**config.mk**
```make
export PLATFORM = sky130hd
export DESIGN_NAME = ace_snoop_initiator
export DESIGN_NICKNAME = d
export VERILOG_FILES = /design/src/rtl/ace_snoop_initiator_pkg.sv /design/src/rtl/ace_snoop_initiator_timer.sv /design/src/rtl/ace_snoop_initiator.sv
export SDC_FILE = /design/constraint.sdc
export NUM_CORES = 1
export LEC_CHECK = 0
export CORE_AREA = 8 8 477 479
export CTS_CLUSTER_SIZE = 10
export DETAILED_ROUTE_END_ITERATION = 16
export DIE_AREA = 0 0 485 487
export PLACE_DENSITY = 0.3
export SETUP_SLACK_MARGIN = 0.4
export SYNTH_ARGS = -nofsm -noshare
export SYNTH_HDL_FRONTEND = slang
export SYNTH_HIERARCHICAL = 1
export SYNTH_SLANG_ARGS = --single-unit
```
**constraint.sdc**
```tcl
create_clock -name clk -period 3.86 [get_ports clk]
set_input_delay 0.772 -clock clk [delete_from_list [all_inputs] [get_ports clk]]
set_output_delay 0.772 -clock clk [all_outputs]
set_load 0.05 [all_outputs]
```
**src/rtl/ace_snoop_initiator_pkg.sv**
```systemverilog
// Shared types and constants for the ACE snoop initiator: FSM states, AC snoop
// opcodes and CR response bit positions.
package ace_snoop_pkg;

  typedef enum logic [1:0] {
    ST_IDLE  = 2'd0,
    ST_ISSUE = 2'd1,
    ST_WAIT  = 2'd2,
    ST_RESP  = 2'd3
  } state_e;

  localparam logic [3:0] AC_READ_ONCE              = 4'h0;
  localparam logic [3:0] AC_READ_SHARED            = 4'h1;
  localparam logic [3:0] AC_READ_CLEAN             = 4'h2;
  localparam logic [3:0] AC_READ_NOT_SHARED_DIRTY  = 4'h3;
  localparam logic [3:0] AC_READ_UNIQUE            = 4'h7;
  localparam logic [3:0] AC_CLEAN_SHARED           = 4'h8;
  localparam logic [3:0] AC_CLEAN_INVALID          = 4'h9;
  localparam logic [3:0] AC_MAKE_INVALID           = 4'hD;
  localparam logic [3:0] AC_DVM_COMPLETE           = 4'hE;
  localparam logic [3:0] AC_DVM_MESSAGE            = 4'hF;

  localparam int unsigned CR_DATA_TRANSFER = 0;
  localparam int unsigned CR_ERROR         = 1;
  localparam int unsigned CR_PASS_DIRTY    = 2;
  localparam int unsigned CR_IS_SHARED     = 3;
  localparam int unsigned CR_WAS_UNIQUE    = 4;

  function automatic logic cr_has_data(input logic [4:0] crresp);
    return crresp[CR_DATA_TRANSFER];
  endfunction

endpackage

```
**src/rtl/ace_snoop_initiator_timer.sv**
```systemverilog
// Loadable down-counter; expire_o pulses in the enabled cycle that takes the
// count from 1 to 0.
module snoop_timeout_timer #(
  parameter int unsigned CNT_W = 16
) (
  input  logic             clk,
  input  logic             rst_n,
  input  logic             load_i,
  input  logic [CNT_W-1:0] load_val_i,
  input  logic             en_i,
  output logic             expire_o
);

  logic [CNT_W-1:0] count_q, count_d;

  always_comb begin
    count_d = count_q;
    if (load_i)
      count_d = load_val_i;
    else if (en_i && (count_q != '0))
      count_d = count_q - CNT_W'(1);
  end

  always_ff @(posedge clk or negedge rst_n) begin
    if (!rst_n) count_q <= '0;
    else        count_q <= count_d;
  end

  assign expire_o = en_i && (count_q == CNT_W'(1));

endmodule

```
**src/rtl/ace_snoop_initiator.sv**
```systemverilog
// ACE snoop master: issues one AC snoop at a time, collects CR/CD independently,
// applies a timeout and returns a merged result to the home node.
module ace_snoop_initiator
  import ace_snoop_pkg::*;
#(
  parameter int unsigned ADDR_W  = 48,
  parameter int unsigned DATA_W  = 512,
  parameter int unsigned ID_W    = 6,
  parameter int unsigned TIMEOUT = 1024
) (
  input  logic              clk,
  input  logic              rst_n,
  input  logic              req_valid,
  output logic              req_ready,
  input  logic [ADDR_W-1:0] req_addr,
  input  logic [3:0]        req_snoop,
  input  logic [2:0]        req_prot,
  input  logic [ID_W-1:0]   req_id,
  output logic              ace_acvalid,
  input  logic              ace_acready,
  output logic [ADDR_W-1:0] ace_acaddr,
  output logic [3:0]        ace_acsnoop,
  output logic [2:0]        ace_acprot,
  input  logic              ace_crvalid,
  output logic              ace_crready,
  input  logic [4:0]        ace_crresp,
  input  logic              ace_cdvalid,
  output logic              ace_cdready,
  input  logic [DATA_W-1:0] ace_cddata,
  input  logic              ace_cdlast,
  output logic              rsp_valid,
  input  logic              rsp_ready,
  output logic [ID_W-1:0]   rsp_id,
  output logic [4:0]        rsp_crresp,
  output logic              rsp_has_data,
  output logic [DATA_W-1:0] rsp_data,
  output logic              rsp_timeout,
  output logic              proto_err,
  output logic [31:0]       snoop_count,
  output logic [31:0]       timeout_count,
  output logic [1:0]        init_fsm_state
);

  localparam int unsigned TIMER_W = 16;
  localparam logic [ADDR_W-1:0] LINE_MASK = ~ADDR_W'(63);

  state_e            state_q;
  logic [ADDR_W-1:0] acaddr_q;
  logic [3:0]        acsnoop_q;
  logic [2:0]        acprot_q;
  logic [ID_W-1:0]   id_q;
  logic              cr_done_q, cd_done_q;
  logic [4:0]        crresp_q;
  logic [DATA_W-1:0] cddata_q;
  logic              has_data_q, timeout_q, proto_err_q;
  logic [31:0]       snoop_cnt_q, timeout_cnt_q;

  logic              cr_hs, cd_hs, cr_done_d, cd_done_d, complete, expire;
  logic [4:0]        crresp_d;

  // Completion looks at this cycle's handshakes so a same-cycle finish beats the timer.
  always_comb begin
    cr_hs     = (state_q == ST_WAIT) && !cr_done_q && ace_crvalid;
    cd_hs     = (state_q == ST_WAIT) && !cd_done_q && ace_cdvalid;
    cr_done_d = cr_done_q | cr_hs;
    cd_done_d = cd_done_q | cd_hs;
    crresp_d  = cr_hs ? ace_crresp : crresp_q;
    complete  = cr_done_d && (!cr_has_data(crresp_d) || cd_done_d);
  end

  snoop_timeout_timer #(.CNT_W(TIMER_W)) u_timer (
    .clk       (clk),
    .rst_n     (rst_n),
    .load_i    ((state_q == ST_ISSUE) && ace_acready),
    .load_val_i(TIMER_W'(TIMEOUT)),
    .en_i      (state_q == ST_WAIT),
    .expire_o  (expire)
  );

  always_ff @(posedge clk or negedge rst_n) begin
    if (!rst_n) begin
      state_q       <= ST_IDLE;
      acaddr_q      <= '0;
      acsnoop_q     <= '0;
      acprot_q      <= '0;
      id_q          <= '0;
      cr_done_q     <= 1'b0;
      cd_done_q     <= 1'b0;
      crresp_q      <= '0;
      cddata_q      <= '0;
      has_data_q    <= 1'b0;
      timeout_q     <= 1'b0;
      proto_err_q   <= 1'b0;
      snoop_cnt_q   <= '0;
      timeout_cnt_q <= '0;
    end else begin
      case (state_q)
        ST_IDLE: if (req_valid) begin
          acaddr_q   <= req_addr & LINE_MASK;
          acsnoop_q  <= req_snoop;
          acprot_q   <= req_prot;
          id_q       <= req_id;
          cr_done_q  <= 1'b0;
          cd_done_q  <= 1'b0;
          crresp_q   <= '0;
          has_data_q <= 1'b0;
          timeout_q  <= 1'b0;
          state_q    <= ST_ISSUE;
        end
        ST_ISSUE: if (ace_acready) begin
          snoop_cnt_q <= snoop_cnt_q + 32'd1;
          state_q     <= ST_WAIT;
        end
        ST_WAIT: begin
          cr_done_q <= cr_done_d;
          cd_done_q <= cd_done_d;
          crresp_q  <= crresp_d;
          if (cd_hs) cddata_q <= ace_cddata;
          if ((cd_hs && !ace_cdlast) || (complete && cd_done_d && !cr_has_data(crresp_d)))
            proto_err_q <= 1'b1;
          if (complete) begin
            has_data_q <= cd_done_d && cr_has_data(crresp_d);
            timeout_q  <= 1'b0;
            state_q    <= ST_RESP;
          end else if (expire) begin
            has_data_q    <= cd_done_d;
            timeout_q     <= 1'b1;
            timeout_cnt_q <= timeout_cnt_q + 32'd1;
            state_q       <= ST_RESP;
          end
        end
        ST_RESP: if (rsp_ready) state_q <= ST_IDLE;
        default: state_q <= ST_IDLE;
      endcase
    end
  end

  assign req_ready      = (state_q == ST_IDLE);
  assign ace_acvalid    = (state_q == ST_ISSUE);
  assign ace_acaddr     = acaddr_q;
  assign ace_acsnoop    = acsnoop_q;
  assign ace_acprot     = acprot_q;
  assign ace_crready    = (state_q == ST_WAIT) && !cr_done_q;
  assign ace_cdready    = (state_q == ST_WAIT) && !cd_done_q;
  assign rsp_valid      = (state_q == ST_RESP);
  assign rsp_id         = id_q;
  assign rsp_crresp     = crresp_q;
  assign rsp_has_data   = has_data_q;
  assign rsp_data       = cddata_q;
  assign rsp_timeout    = timeout_q;
  assign proto_err      = proto_err_q;
  assign snoop_count    = snoop_cnt_q;
  assign timeout_count  = timeout_cnt_q;
  assign init_fsm_state = state_q;

endmodule

```
==> flow_metrics.tcl, run 1 <==
set metrics [dict create \
    run_status "finished, final reports clean" \
    setup-violations-final 0 \
    netlist_instances 1630 \
    drc 0 \
    finalCriticalPeriod_ns 3.25 \
    yosys.area.top_type "dfrtp_1" \
    crit_required_ns 3.09 \
    cts-root-buf "clkbuf_16" \
    clock_path_buffers 3 \
    worstSetupPathType "reg -> out" \
    synthArstFlopShare_pct 100 \
    ys_seq_elements 659 \
    hold_viol 0 \
    fin_skew_ns 0.0475 \
    grt_start_max_net_pins 82 \
    p_leak_uw 0.0179 \
    synth_area_um2 25500 \
    dr_total_vias 19200 \
    drt_iter0_markers 628 \
    drv_cap 0 \
    worstSkewPairLatency_ns 0.71 \
    max_slew_margin_pct 35.5 \
    yosysWarnings 6 \
    grt_pass1_vias 20900 \
    firstDrtPassIters 6 \
    netlist.area_leader.share_pct 64.6 \
    coreArea_um2 220000 \
    row_count 173 \
    die-width_um 485 \
    post_cts_buffers 0 \
    numCtsBuffers 96 \
    grt_pass1_wl_um 202000 \
    ir_drop_mv 0.470 \
    critPathCaptureType "output pin" \
    start_kind "flop" \
    p_sw_share_pct 47.9 \
    ant_nets 0 \
    period_share_pct 84.2 \
    yosysSeqAreaShare_pct 64.6 \
    grt_overflow_total 0 \
    syn_to_final_growth_pct 76.2 \
    layout-drive-gt1-share_pct 24.5 \
    dpl.cell_count 5733 \
    nets 3540 \
    synth_area_leaders "dfrtp_1 65%, mux2_2 23%, mux2_1 2.2%" \
    grt_usage_pct 12.4 \
    fin_tns_setup_ns 0 \
    grt_antenna_before_repair 59 \
    avgSynthCellArea_um2 15.7 \
    cts_tree "done" \
    arrival_ns 2.48 \
    viasPerCell 3.24 \
    combPwrFrac_pct 54.6 \
    min_path_type "reg -> reg" \
    final_max_slew_viol_count 0 \
    place_hpwl_um 123000 \
    seq_power_share_pct 25.9 \
    fp.dieH_um 487 \
    ioPinCount 1238 \
    critPathMaxFanout 5 \
    synth-main-ff-cell "dfrtp_1" \
    place_area_um2 41700 \
    p_clk_share_pct 19.5 \
    switchingPower_uw 22400 \
    initial_utilization_pct 11.6 \
    cts_sinks 659 \
    portBuffers 1225 \
    p_per_area_nw_per_um2 1040 \
    final_core_util_pct 20.4 \
    fmax_ghz 0.308 \
    place.gp.congestion 0.805 \
    synth_edf_count 0 \
    p_int_uw 24300 \
    worst_slew_pin_slew_ns 0.964 \
    rsz0062_at_grt "no" \
    fin_cells 5932 \
    die_area_um2 236000 \
    htreeDepth 3 \
    finalInstanceArea_um2 45000 \
    total_power_uw 46700 \
    drt-total-wl_um 152000 \
    path_clk_slew_ns 0.05 \
    wire_per_inst_um 25.6 \
    ys_types 70 \
]
-- power groups by stage --
| stage | Combinational, uW | Sequential, uW | Clock, uW |
|---|---|---|---|
| 2_1_floorplan | 4440 | 22700 | 0 |
| 6_report | 25500 | 12100 | 9090 |
| 5_1_grt | 26600 | 12600 | 9850 |
| 4_1_cts | 26100 | 12100 | 9620 |
| 3_3_place_gp | 26100 | 12100 | 0 |
| 3_5_place_dp | 26000 | 12200 | 0 |
-- worst max-delay path: stages, from the launching register on --
cell and delay [ns]:
dfrtp_1 0.43, inv_1 0.14, ha_1 0.26, clkdlybuf4s50_1 0.93
-- worst paths after layout --
kind / from / to / slack [ns] / depth (start not counted)
worst max-delay path: init_fsm_state[1]$_DFFE_PN0P_ / ace_acvalid / 0.61 / 3
worst min-delay path: timeout_count[31]$_DFFE_PN0P_ / timeout_count[31]$_DFFE_PN0P_ / 0.48 / 1
worst max register to register: init_fsm_state[0]$_DFFE_PN0P_ / u_timer/count_q[11]$_DFFE_PN0P_ / 0.94 / 7
worst min register to register: timeout_count[31]$_DFFE_PN0P_ / timeout_count[31]$_DFFE_PN0P_ / 0.48 / 1
max in group asynchronous: rst_n / rsp_data[490]$_DFFE_PN0P_ / 2.07 / 4
min in group asynchronous: rst_n / rsp_data[163]$_DFFE_PN0P_ / 0.68 / 2
-- synth_stat cells (4+ instances only) --
cell type and instances:
buf_4 6, nand2_1 32, o31ai_1 5, mux2_2 519
a22oi_1 4, o21ai_0 15, clkbuf_1 6, and3_1 9
or3_1 6, or4_1 8, buf_2 60, nand3_1 32
mux2_1 51, and2_1 4, xor2_1 11, nand2b_1 5
and4_1 8, a31oi_1 9, ha_1 9, nand4_1 17
nor4_1 4, nor3_1 5, dfrtp_1 659, xnor2_1 51
a21oi_1 9, nor2_1 23, inv_1 7
-- routing by layer --
layer	vias up	global-route usage, %	wire, um
li1	8446	-	-
met1	9564	14.2	58800
met2	993	19.3	68500
met3	195	7.62	20500
met4	30	3.26	3620
met5	-	0	184
-- cells in the final DEF, fill, tap and decap left out, types with 7 or more instances in the layout --
master / n
buf_12: 19
inv_1: 7
ha_1: 9
diode_2: 26
a31oi_1: 9
dfrtp_1: 659
clkdlybuf4s50_1: 1218
clkbuf_16: 98
clkbuf_1: 27
mux2_2: 519
clkbuf_8: 27
xnor2_1: 51
clkinv_2: 7
a21oi_1: 9
buf_4: 35
mux2_1: 51
nand4_1: 17
nor2_1: 23
and4_1: 8
nand3_1: 32
xor2_1: 11
and3_1: 9
or4_1: 8
nand2_1: 31
o21ai_0: 15
conb_1: 22
-- area by class of cell --
class                      instances  area (um^2)
clock buffer                     152         2930
antenna                           26         65.1
inverter                           8         30.0
timing repair buffer            1276        12900
sequential                       659        16500
fill                           23800       175000
multi-input combinational        904         8670
tap                             2887         3610
clock inverter                    20          317
-- registers in the layout, summed over array words and instances (netlist names) --
register	flops
rsp_timeout	1
init_fsm_state	2
proto_err	1
rsp_crresp	5
cd_done_q	1
cr_done_q	1
snoop_count	32
ace_acaddr	42
ace_acprot	3
timeout_count	32
rsp_id	6
u_timer/count_q	16
rsp_data	512
ace_acsnoop	4
rsp_has_data	1
-- stage by stage --
| step | setup WS [ns] | hold slack, ns |
|---|---|---|
| 2_1_floorplan | 1.06 | 0.468 |
| 5_1_grt | 0.436 | 0.503 |
| 3_3_place_gp | 0.752 | 0.466 |
| 6_report | 0.610 | 0.476 |
| 3_5_place_dp | 0.732 | 0.462 |
| 4_1_cts | 0.350 | 0.477 |
-- logic make-up (layout without fill, tap and decap cells) --
logic type	count (synthesis)	in the layout	share of synthesized area (%)
flops	659	659	64.6
mux	571	571	25.2
compound gates	63	63	1.73
fa+ha+maj	9	9	0.441
buf+inv	87	1456	1.83
other cells	2	48	0.0294
simple gates	177	177	4.09
xor+xnor	62	62	2.13
-- repair_timing --
action | 4_1_cts | 5_1_grt
hold buffers | 1 | 0
setup endpoints to repair | 2 | 1
gates resized for setup | 2 | 2
endpoints found under the hold margin | 1 | 0
No activity file was read; power rests on OpenSTA's default activity.
==> run 2, diff against run 1 <==
Clock period 3.86 ns to 3.2 ns, I/O delays scaled along.
==> flow_metrics.tcl, run 2 (same netlist as run 1, synthesis figures left out) <==
set metrics [dict create \
    rsz0062_at_grt "yes" \
    fmax_ghz 0.373 \
    wirelength_met1_um 58500 \
    clock_path_buffers 3 \
    mostFrequentLayoutCells "1,119 x clkdlybuf4s50_1, 659 x dfrtp_1, 519 x mux2_2, 98 x clkbuf_16, 88 x dlygate4sd2_1" \
    coreArea_um2 220000 \
    grt_start_max_net_pins 61 \
    setup-violations-final 0 \
    wire_per_inst_um 25.5 \
    grt_pass1_vias 21300 \
    viasPerCell 3.22 \
    switchingPower_uw 26900 \
    routed.top_layer "met5" \
    largest_reg_flops 512 \
    crit_family "buffers and inverters" \
    die_area_um2 236000 \
    cp_cell_sequence "clkdlybuf4s50_1" \
    holdWs_ns 0.487 \
    grt_antenna_before_repair 60 \
    grt_pass1_wl_um 203000 \
    fp.dieH_um 487 \
    finalInstanceArea_um2 44900 \
    crit_buf_inv 1 \
    arrival_ns 2.04 \
    max_slew_margin_pct 39.7 \
    run_status "finished, final reports clean" \
    routed-wl-met3_um 20300 \
    min_path_type "reg -> reg" \
    ioPinCount 1238 \
    ir_drop_mv 0.499 \
    critPathCaptureType "output pin" \
    fin_tns_setup_ns 0 \
    ant_nets 0 \
    place_hpwl_um 124000 \
    drc 0 \
    grt_usage_pct 12.4 \
    syn_to_final_growth_pct 75.9 \
    portBuffers 1225 \
    cts_sinks 659 \
    seq_power_share_pct 26.3 \
    die-width_um 485 \
    layout_commonest_cell "clkdlybuf4s50_1" \
    fin_skew_ns 0.0332 \
    finalCriticalPeriod_ns 2.68 \
    row_count 173 \
    htreeDepth 3 \
    p_leak_uw 0.0182 \
    path_clk_slew_ns 0.05 \
    p_per_area_nw_per_um2 1240 \
    total_power_uw 55600 \
    start_kind "flop" \
    cts-root-buf "clkbuf_16" \
    period_share_pct 83.7 \
    place_area_um2 41900 \
    combPwrFrac_pct 54.9 \
    final_core_util_pct 20.4 \
    firstDrtPassIters 4 \
    worst_slew_pin_slew_ns 0.908 \
    layout-drive-gt1-share_pct 25.1 \
    initial_utilization_pct 11.6 \
    final_max_slew_viol_count 0 \
    dr_total_vias 19200 \
    nFillCells 23900 \
    worstSetupPathType "reg -> out" \
    p_int_uw 28700 \
    grt_overflow_total 0 \
    drv_cap 0 \
    drt-total-wl_um 152000 \
    worstSkewPairLatency_ns 0.72 \
    place.gp.congestion 0.790 \
    cts_tree "done" \
    drt_iter0_markers 607 \
    route.met2.wl_um 68700 \
    slowest_delay_ns 0.88 \
    numCtsBuffers 98 \
    p_clk_share_pct 18.8 \
    critPathMaxFanout 5 \
    crit_required_ns 2.56 \
    p_sw_share_pct 48.4 \
    nets 3571 \
    crit_slowest_cell "clkdlybuf4s50_1" \
    hold_viol 0 \
]
run 2: cell types whose count changed in the layout (fill, tap and decap cells not counted), moves of 3 or more:
cell and delta:
dlymetal6s2s_1 +3, clkdlybuf4s50_1 -99, buf_12 +4, bufinv_16 -3
clkbuf_1 +10, buf_4 +33, clkinv_2 -3, dlygate4sd2_1 +87
clkbuf_8 -11
run 2: path summary, 6_finish.rpt:
kind / from / endpoint / slack (ns) / depth (start not counted)
hold / removal: timeout_count[31]$_DFFE_PN0P_ / timeout_count[31]$_DFFE_PN0P_ / 0.49 / 1
max in group asynchronous: rst_n / rsp_data[87]$_DFFE_PN0P_ / 1.66 / 4
setup / recovery: timeout_count[17]$_DFFE_PN0P_ / timeout_count[17] / 0.52 / 1
min in group asynchronous: rst_n / rsp_data[153]$_DFFE_PN0P_ / 0.55 / 2
hold reg to reg: timeout_count[31]$_DFFE_PN0P_ / timeout_count[31]$_DFFE_PN0P_ / 0.49 / 1
setup reg to reg: init_fsm_state[0]$_DFFE_PN0P_ / rsp_data[331]$_DFFE_PN0P_ / 0.67 / 8
run 2: layout make-up:
class	count	area [um^2]	share of cell area [%]
timing repair buffer	1305	13000	29.0
inverter	8	30.0	0.0669
sequential	659	16500	36.7
clock buffer	151	2810	6.26
clock inverter	16	208	0.462
multi-input combinational	904	8680	19.3
antenna	24	60.1	0.134
tap	2887	3610	8.04
run 2: routing by layer:
layer  global-route usage (%)  vias to the layer above
li1                         -                     8491
met1                     14.0                     9507
met2                     19.6                      949
met3                     7.44                      207
met4                     3.92                       44
met5                        0                        -
run 2: per-stage QoR:
| step | instances | setup WS [ns] |
|---|---|---|
| CTS | 5930 | 0.225 |
| global placement | 5761 | 0.334 |
| global route | 5938 | 0.399 |
| detailed placement | 5761 | 0.339 |
| floorplan | 1650 | 0.405 |
| finish | 5954 | 0.522 |
run 2: timing repair:
action | in CTS | in global routing
hold buffers | 1 | 0
resized for setup | 96 | 4
buffers inserted | 1 | 0
hold endpoints to repair | 18 | 0
endpoints found under the setup margin | 92 | 5
pin swaps | 1 | 0
run 2: power by group through the flow:
| stage | combinational [uW] | clock (uW) | sequential, uW |
|---|---|---|---|
| 3_3_place_gp | 31600 | 0 | 14700 |
| 5_1_grt | 32000 | 11300 | 15200 |
| 6_report | 30500 | 10400 | 14600 |
| 2_1_floorplan | 5350 | 0 | 27300 |
| 4_1_cts | 31300 | 11000 | 14700 |
| 3_5_place_dp | 31500 | 0 | 14800 |
